File: config.mk
export PLATFORM = sky130hd
export DESIGN_NAME = ibex_pmp_csr
export DESIGN_NICKNAME = d
export VERILOG_FILES = /design/src/rtl/ibex_pmp_csr_pkg.sv /design/src/rtl/ibex_pmp_csr.sv
export SDC_FILE = /design/constraint.sdc
export NUM_CORES = 1
export LEC_CHECK = 0
export ABC_AREA = 1
export BUFFER_PORTS_ARGS = -buffer_cell sky130_fd_sc_hd__buf_2
export CAP_MARGIN = 25
export CORE_MARGIN = 8
export CORE_UTILIZATION = 50
export CTS_CLUSTER_SIZE = 25
export DETAILED_ROUTE_END_ITERATION = 6
export PLACE_DENSITY = 0.82
export SETUP_SLACK_MARGIN = 0.4
export SKIP_LAST_GASP = 1
export SLEW_MARGIN = 20
export SYNTH_ARGS = -nofsm -noshare
export SYNTH_HDL_FRONTEND = slang
export SYNTH_SLANG_ARGS = --single-unit
File: constraint.sdc
create_clock -name clk_i -period 2 [get_ports clk_i]
set_clock_uncertainty 0.05 [all_clocks]
set_input_delay 0.5 -clock clk_i [delete_from_list [all_inputs] [get_ports clk_i]]
set_output_delay 0.5 -clock clk_i [all_outputs]
set_load 0.02 [all_outputs]
File: src/rtl/ibex_pmp_csr_pkg.sv
// Shared PMP configuration types between the PMP CSR block, the PMP checker and testbenches.
package ibex_pmp_csr_pkg;

  typedef struct packed {
    logic       lock;
    logic [1:0] mode;
    logic       exec;
    logic       write;
    logic       read;
  } pmp_cfg_t;

  typedef struct packed {
    logic rlb;
    logic mmwp;
    logic mml;
  } pmp_mseccfg_t;

  localparam logic [1:0] PMP_MODE_OFF   = 2'b00;
  localparam logic [1:0] PMP_MODE_TOR   = 2'b01;
  localparam logic [1:0] PMP_MODE_NA4   = 2'b10;
  localparam logic [1:0] PMP_MODE_NAPOT = 2'b11;

endpackage

File: src/rtl/ibex_pmp_csr.sv
// PMP CSR storage (pmpcfg0-3, pmpaddr0-15, mseccfg) enforcing WARL, lock, RLB and MML write rules.
// Define PMP_CSR_SMEPMP_EN to implement mseccfg (Smepmp); otherwise 0x747 is a read-zero, write-ignore hole.
module ibex_pmp_csr
  import ibex_pmp_csr_pkg::*;
#(
  parameter int PMPGranularity = 0,
  parameter int PMPNumRegions  = 4
) (
  input  logic         clk_i,
  input  logic         rst_i,
  input  logic         csr_req_i,
  input  logic         csr_we_i,
  input  logic [11:0]  csr_addr_i,
  input  logic [31:0]  csr_wdata_i,
  output logic         csr_rvalid_o,
  output logic [31:0]  csr_rdata_o,
  output logic         csr_err_o,
  output pmp_cfg_t     csr_pmp_cfg_o     [PMPNumRegions],
  output logic [33:0]  csr_pmp_addr_o    [PMPNumRegions],
  output pmp_mseccfg_t csr_pmp_mseccfg_o,
  output logic         pmp_upd_o
);

  pmp_cfg_t    cfg_q  [PMPNumRegions];
  pmp_cfg_t    cfg_d  [PMPNumRegions];
  logic [31:0] addr_q [PMPNumRegions];
  logic [31:0] addr_d [PMPNumRegions];

  logic        rvalid_q, rvalid_d;
  logic        err_q, err_d;
  logic        upd_q, upd_d;
  logic [31:0] rdata_q, rdata_d;

  logic rlb, mml;
  logic sel_cfg, sel_addr, sel_msec, wr;
  logic [PMPNumRegions-1:0] locked;
  logic [PMPNumRegions-1:0] tor_locked_next;

  assign sel_cfg  = (csr_addr_i[11:2] == 10'h0E8);
  assign sel_addr = (csr_addr_i[11:4] == 8'h3B);
  assign sel_msec = (csr_addr_i == 12'h747);
  assign wr       = csr_req_i & csr_we_i;

  function automatic pmp_cfg_t cfg_legalize(input logic [7:0] b, input logic mml_en);
    pmp_cfg_t c;
    c.lock  = b[7];
    c.mode  = b[4:3];
    c.exec  = b[2];
    c.write = b[1];
    c.read  = b[0];
    // Write-only is reserved outside MML; clear the permission bits but keep L and A.
    if (!mml_en && !b[0] && b[1]) begin
      c.exec  = 1'b0;
      c.write = 1'b0;
      c.read  = 1'b0;
    end
    if (PMPGranularity >= 1 && c.mode == PMP_MODE_NA4) c.mode = PMP_MODE_OFF;
    return c;
  endfunction

  function automatic logic mml_blocked(input logic [7:0] b, input logic mml_en, input logic rlb_en);
    return mml_en & ~rlb_en & b[7] & (b[2] | (~b[0] & b[1]));
  endfunction

  function automatic logic [7:0] cfg_rd(input pmp_cfg_t c);
    return {c.lock, 2'b00, c.mode, c.exec, c.write, c.read};
  endfunction

  function automatic logic [31:0] addr_rd(input logic [31:0] a, input logic [1:0] mode);
    logic [31:0] r;
    r = a;
    for (int b = 0; b < 32; b++) begin
      if (PMPGranularity >= 2 && mode == PMP_MODE_NAPOT && b <= PMPGranularity - 2) r[b] = 1'b1;
      if (PMPGranularity >= 1 && !mode[1] && b < PMPGranularity) r[b] = 1'b0;
    end
    return r;
  endfunction

`ifdef PMP_CSR_SMEPMP_EN
  pmp_mseccfg_t mseccfg_q, mseccfg_d;
  logic [PMPNumRegions-1:0] lock_bits;

  assign rlb = mseccfg_q.rlb;
  assign mml = mseccfg_q.mml;
  assign csr_pmp_mseccfg_o = mseccfg_q;

  // RLB may only change while it is already set or nothing is locked, judged on pre-write state.
  always_comb begin
    lock_bits = '0;
    for (int i = 0; i < PMPNumRegions; i++) lock_bits[i] = cfg_q[i].lock;
    mseccfg_d = mseccfg_q;
    if (wr && sel_msec) begin
      mseccfg_d.mml  = mseccfg_q.mml | csr_wdata_i[0];
      mseccfg_d.mmwp = mseccfg_q.mmwp | csr_wdata_i[1];
      if (mseccfg_q.rlb || !(|lock_bits)) mseccfg_d.rlb = csr_wdata_i[2];
    end
  end

  always_ff @(posedge clk_i) begin
    if (rst_i) mseccfg_q <= '0;
    else       mseccfg_q <= mseccfg_d;
  end
`else
  assign rlb = 1'b0;
  assign mml = 1'b0;
  assign csr_pmp_mseccfg_o = '0;
`endif

  always_comb begin
    locked          = '0;
    tor_locked_next = '0;
    for (int i = 0; i < PMPNumRegions; i++) locked[i] = cfg_q[i].lock & ~rlb;
    for (int i = 1; i < PMPNumRegions; i++) begin
      tor_locked_next[i-1] = locked[i] & (cfg_q[i].mode == PMP_MODE_TOR);
    end
  end

  always_comb begin
    cfg_d  = cfg_q;
    addr_d = addr_q;
    for (int i = 0; i < PMPNumRegions; i++) begin
      if (wr && sel_cfg && csr_addr_i[1:0] == 2'(i / 4) && !locked[i] &&
          !mml_blocked(csr_wdata_i[8*(i%4) +: 8], mml, rlb)) begin
        cfg_d[i] = cfg_legalize(csr_wdata_i[8*(i%4) +: 8], mml);
      end
      if (wr && sel_addr && csr_addr_i[3:0] == 4'(i) && !locked[i] && !tor_locked_next[i]) begin
        addr_d[i] = csr_wdata_i;
      end
    end
  end

  always_comb begin
    rdata_d  = '0;
    rvalid_d = csr_req_i;
    err_d    = csr_req_i & ~(sel_cfg | sel_addr | sel_msec);
    if (csr_req_i && !csr_we_i) begin
      for (int i = 0; i < PMPNumRegions; i++) begin
        if (sel_cfg && csr_addr_i[1:0] == 2'(i / 4)) rdata_d[8*(i%4) +: 8] = cfg_rd(cfg_q[i]);
        if (sel_addr && csr_addr_i[3:0] == 4'(i))    rdata_d = addr_rd(addr_q[i], cfg_q[i].mode);
      end
`ifdef PMP_CSR_SMEPMP_EN
      if (sel_msec) rdata_d = {29'd0, mseccfg_q};
`endif
    end
  end

  // Only a real change of stored state flushes the core's prefetch buffer.
  always_comb begin
    upd_d = 1'b0;
    for (int i = 0; i < PMPNumRegions; i++) begin
      if (cfg_d[i] != cfg_q[i] || addr_d[i] != addr_q[i]) upd_d = 1'b1;
    end
`ifdef PMP_CSR_SMEPMP_EN
    if (mseccfg_d != mseccfg_q) upd_d = 1'b1;
`endif
  end

  always_ff @(posedge clk_i) begin
    if (rst_i) begin
      for (int i = 0; i < PMPNumRegions; i++) begin
        cfg_q[i]  <= '0;
        addr_q[i] <= '0;
      end
      rvalid_q <= 1'b0;
      err_q    <= 1'b0;
      upd_q    <= 1'b0;
      rdata_q  <= '0;
    end else begin
      cfg_q    <= cfg_d;
      addr_q   <= addr_d;
      rvalid_q <= rvalid_d;
      err_q    <= err_d;
      upd_q    <= upd_d;
      rdata_q  <= rdata_d;
    end
  end

  always_comb begin
    for (int i = 0; i < PMPNumRegions; i++) begin
      csr_pmp_cfg_o[i]  = cfg_q[i];
      csr_pmp_addr_o[i] = {addr_q[i], 2'b00};
    end
  end

  assign csr_rvalid_o = rvalid_q;
  assign csr_rdata_o  = rdata_q;
  assign csr_err_o    = err_q;
  assign pmp_upd_o    = upd_q;

endmodule

==> flow_summary.toml <==
[clock_tree]
worstSkewPairLatency_ns = 0.45
ctsRootBufferMaster = "clkbuf_16"
cts.clk_slew.worst_paths_ns = 0.08
cts_hold_buffers = 0
htree_levels = 4
numCtsBuffers = 17
cts_buffer_depth = 2
clock-sinks = 187
cts_tree = "built"

[worst_setup_path]
cpPeakStageDelay_ns = 0.38
cp.depth = 16
start_kind = "primary input"
crit_top_cell = "nor2_1"
crit_required_ns = 2.33
cp_slowest_cell = "nor2_2"
worst-r2r-cell-count = 15
cp_top_family = "simple AND/OR/NAND/NOR gates"
reg2reg_to = "pmp_upd_o$_SDFF_PP0_"
cp.arrival_ns = 2.50
cp-end-kind = "flip-flop"
crit_start = "csr_addr_i[3]"
criticalPathCategory = "in2reg"
reg2reg_from = "csr_pmp_cfg_o[16]$_SDFF_PP0_"
endpoint = "pmp_upd_o$_SDFF_PP0_"
path_cells = "buf_2, nor2_4, nand2_4, buf_4, nor2_2, and2_1, nand3_1, nand2_1, nor2_1, nand2_1, nor2_2, nand2_1, nor2_1, nand3_1, nor2_1, nor2_1"
r2r_slack_ns = -0.12
critPathBufInv = 2
critPathMaxFanout = 4

[power_and_ir_drop]
leakagePower_nw = 7.40
max-vdd-ir-drop_uv = 545
powerDensity_nw_per_um2 = 470

[floorplan]
rows = 55
dieWidth_um = 167
coreArea_um2 = 22500
die-area_um2 = 27800
die_y_um = 167
ioPinCount = 246
start_util = 0.505

[layout]
syn_to_final_growth_pct = 46.2
finalNonFillerCells = 2456
diodes = 0
final_core_util = 0.739
fillCellCount = 1696
layout_common_cells = "nand2_1 (438), nand4_1 (194), inv_1 (193)"
final_common_cell = "nand2_1"
nets = 2206
drive_gt1_frac = 0.372

[logic_synthesis]
synth_ff_type = "dfxtp_1"
avgSynthCellArea_um2 = 6.30
syn_area_um2 = 11400
syn-instance-count = 1805
ys_warn_count = 0
ys_seq_area_frac = 0.329
synth_enable_flop_cells = 0
synth_seq_cells = 187
async_flop_share = 0
ys_types = 37

[detailed_routing]
dr.first_iter.drc_count = 2363
vias_per_cell = 6.26
wl_per_cell_um = 22.5
num_vias = 15368
drc = 2
drtPass1Iterations = 7
wirelength_um = 55300
ant_nets = 0

[place]
dpl.cell_count = 2367
routabilityCongestion = 0.994
hpwl_um = 36300
port_buffers = 234

[grt]
grt_max_degree = 142
grt_pass1_wl_um = 79100
grt_pass1_vias = 14217
grtUsageTotal = 0.354
globalRouteOverflowTotal = 0
antenna_found_initial = 1

[sta]
grt_setup_unrepaired = "true"
maxSlewViolCount = 0
finalSetupViolations = 1
fmax_mhz = 461
hold_viol_final = 0
min_period_ns = 2.17
worstMarginPinSlew_ns = 0.716
finalWorstSetupSlack_ns = -0.168
finalCritPeriodShare = 1.08
slew_headroom = 0.523

[outcome]
violations = "DRC, setup timing"
outcome = "finished with violations"

[job]
drv_cap = 0

[worst_hold_path]
hp-class = "in2reg"
worst min path at each step:
stage                                         startpoint                             end  slack, ns  depth (start not counted)
after floorplan             csr_pmp_cfg_o[14]$_SDFF_PP0_    csr_pmp_cfg_o[14]$_SDFF_PP0_       0.50                          2
after global placement      csr_pmp_cfg_o[14]$_SDFF_PP0_    csr_pmp_cfg_o[14]$_SDFF_PP0_       0.42                          2
after detailed placement  csr_pmp_addr_o[109]$_SDFF_PP0_  csr_pmp_addr_o[109]$_SDFF_PP0_       0.45                          2
after CTS                                csr_wdata_i[31]   csr_pmp_addr_o[67]$_SDFF_PP0_       0.27                          3
after global routing                     csr_wdata_i[31]   csr_pmp_addr_o[67]$_SDFF_PP0_       0.28                          3
final                                    csr_wdata_i[31]   csr_pmp_addr_o[67]$_SDFF_PP0_       0.27                          3
through the flow:
stage / setup slack, ns / hold slack (ns) / total power, mW / instance area [µm²] / setup TNS, ns
CTS: 0.0115 / 0.266 / 7.74 / 15700 / 0
finish: -0.168 / 0.275 / 7.81 / 16600 / -0.168
floorplan: 0.0617 / 0.505 / 4.10 / 11600 / 0
global placement: -0.583 / 0.422 / 4.37 / 13900 / -13.89
global route: -0.269 / 0.277 / 7.97 / 16600 / -0.269
detailed placement: -0.575 / 0.449 / 4.37 / 13900 / -19.32
worst register-to-register path, cell delays in order (launching register included):
cell	delay, ns
dfxtp_2	0.33
inv_2	0.07
nand3_4	0.10
nand2_2	0.09
nor2_2	0.10
buf_12	0.18
nand4_1	0.09
nand2_1	0.06
nor2_1	0.17
nand2_1	0.11
nor2_1	0.15
nand2_1	0.11
nor2_1	0.13
nand3_1	0.08
nor2_1	0.11
nor2_1	0.05
cells in the mapped netlist, types with 2 or more instances:
cell type | count | share of area
nand2_4 | 6 | 0.0059
buf_6 | 4 | 0.0040
a21oi_1 | 170 | 0.075
nor2_2 | 10 | 0.0055
o21ai_0 | 75 | 0.033
nor4_1 | 3 | 0.0017
nand2_2 | 4 | 0.0022
nor2_1 | 132 | 0.044
o21a_1 | 10 | 0.0066
buf_1 | 4 | 0.0013
buf_2 | 45 | 0.020
o221ai_1 | 15 | 0.012
nor2_4 | 7 | 0.0069
nor3_1 | 2 | 0.00088
and3_1 | 2 | 0.0011
a211oi_1 | 9 | 0.0059
nand3_2 | 2 | 0.0018
o211ai_1 | 2 | 0.0013
inv_2 | 9 | 0.0030
nand2_1 | 463 | 0.15
nand4_1 | 194 | 0.11
inv_1 | 202 | 0.067
a31oi_1 | 8 | 0.0044
o22ai_1 | 10 | 0.0055
clkinv_1 | 4 | 0.0013
nand3b_1 | 4 | 0.0026
buf_4 | 20 | 0.013
nand3_1 | 111 | 0.049
dfxtp_1 | 187 | 0.33
a221oi_1 | 12 | 0.0092
clkbuf_1 | 73 | 0.024
report_power, final:
group          switching [mW]  internal [mW]
Combinational           0.460          0.198
Sequential            0.00123           3.70
Clock                    1.78           1.67
Total                    2.24           5.57
cell families after synthesis:
| kind of cell | Yosys count | synth area share |
|---|---|---|
| AOI/OAI and AO/OA | 314 | 0.154 |
| buffers and inverters | 361 | 0.133 |
| DFF | 187 | 0.329 |
| other | 1 | 0.000330 |
| and+or+nand+nor | 942 | 0.383 |
flip-flops by register name, summed over array words and instances (netlist names):
register	cells
csr_err_o	1
csr_pmp_addr_o	128
csr_pmp_cfg_o	24
csr_rdata_o	32
csr_rvalid_o	1
pmp_upd_o	1
per-layer routing:
layer / global-route usage / vias up / wire, µm
met5: 0 / - / 0
met4: 0.202 / 0 / 3680
met3: 0.0773 / 305 / 7140
met2: 0.566 / 1251 / 24200
met1: 0.434 / 7064 / 20200
li1: - / 6748 / -
final cells by class:
class                      instances  area [µm²]  area share
multi-input combinational       1267        6960       0.419
sequential                       187        3940       0.237
timing repair buffer             470        3930       0.236
inverter                         215         861      0.0518
clock buffer                      18         429      0.0258
tap                              285         357      0.0214
clock inverter                    14         150     0.00903
timing repair:
item	4_1_cts	5_1_grt
setup buffers	36	12
endpoints found under the setup margin	199	202
gates resized for setup	278	219
pin swaps	65	51
hold endpoints to repair	0	0
gates cloned	3	6
Power figures use the tool's default switching activity.
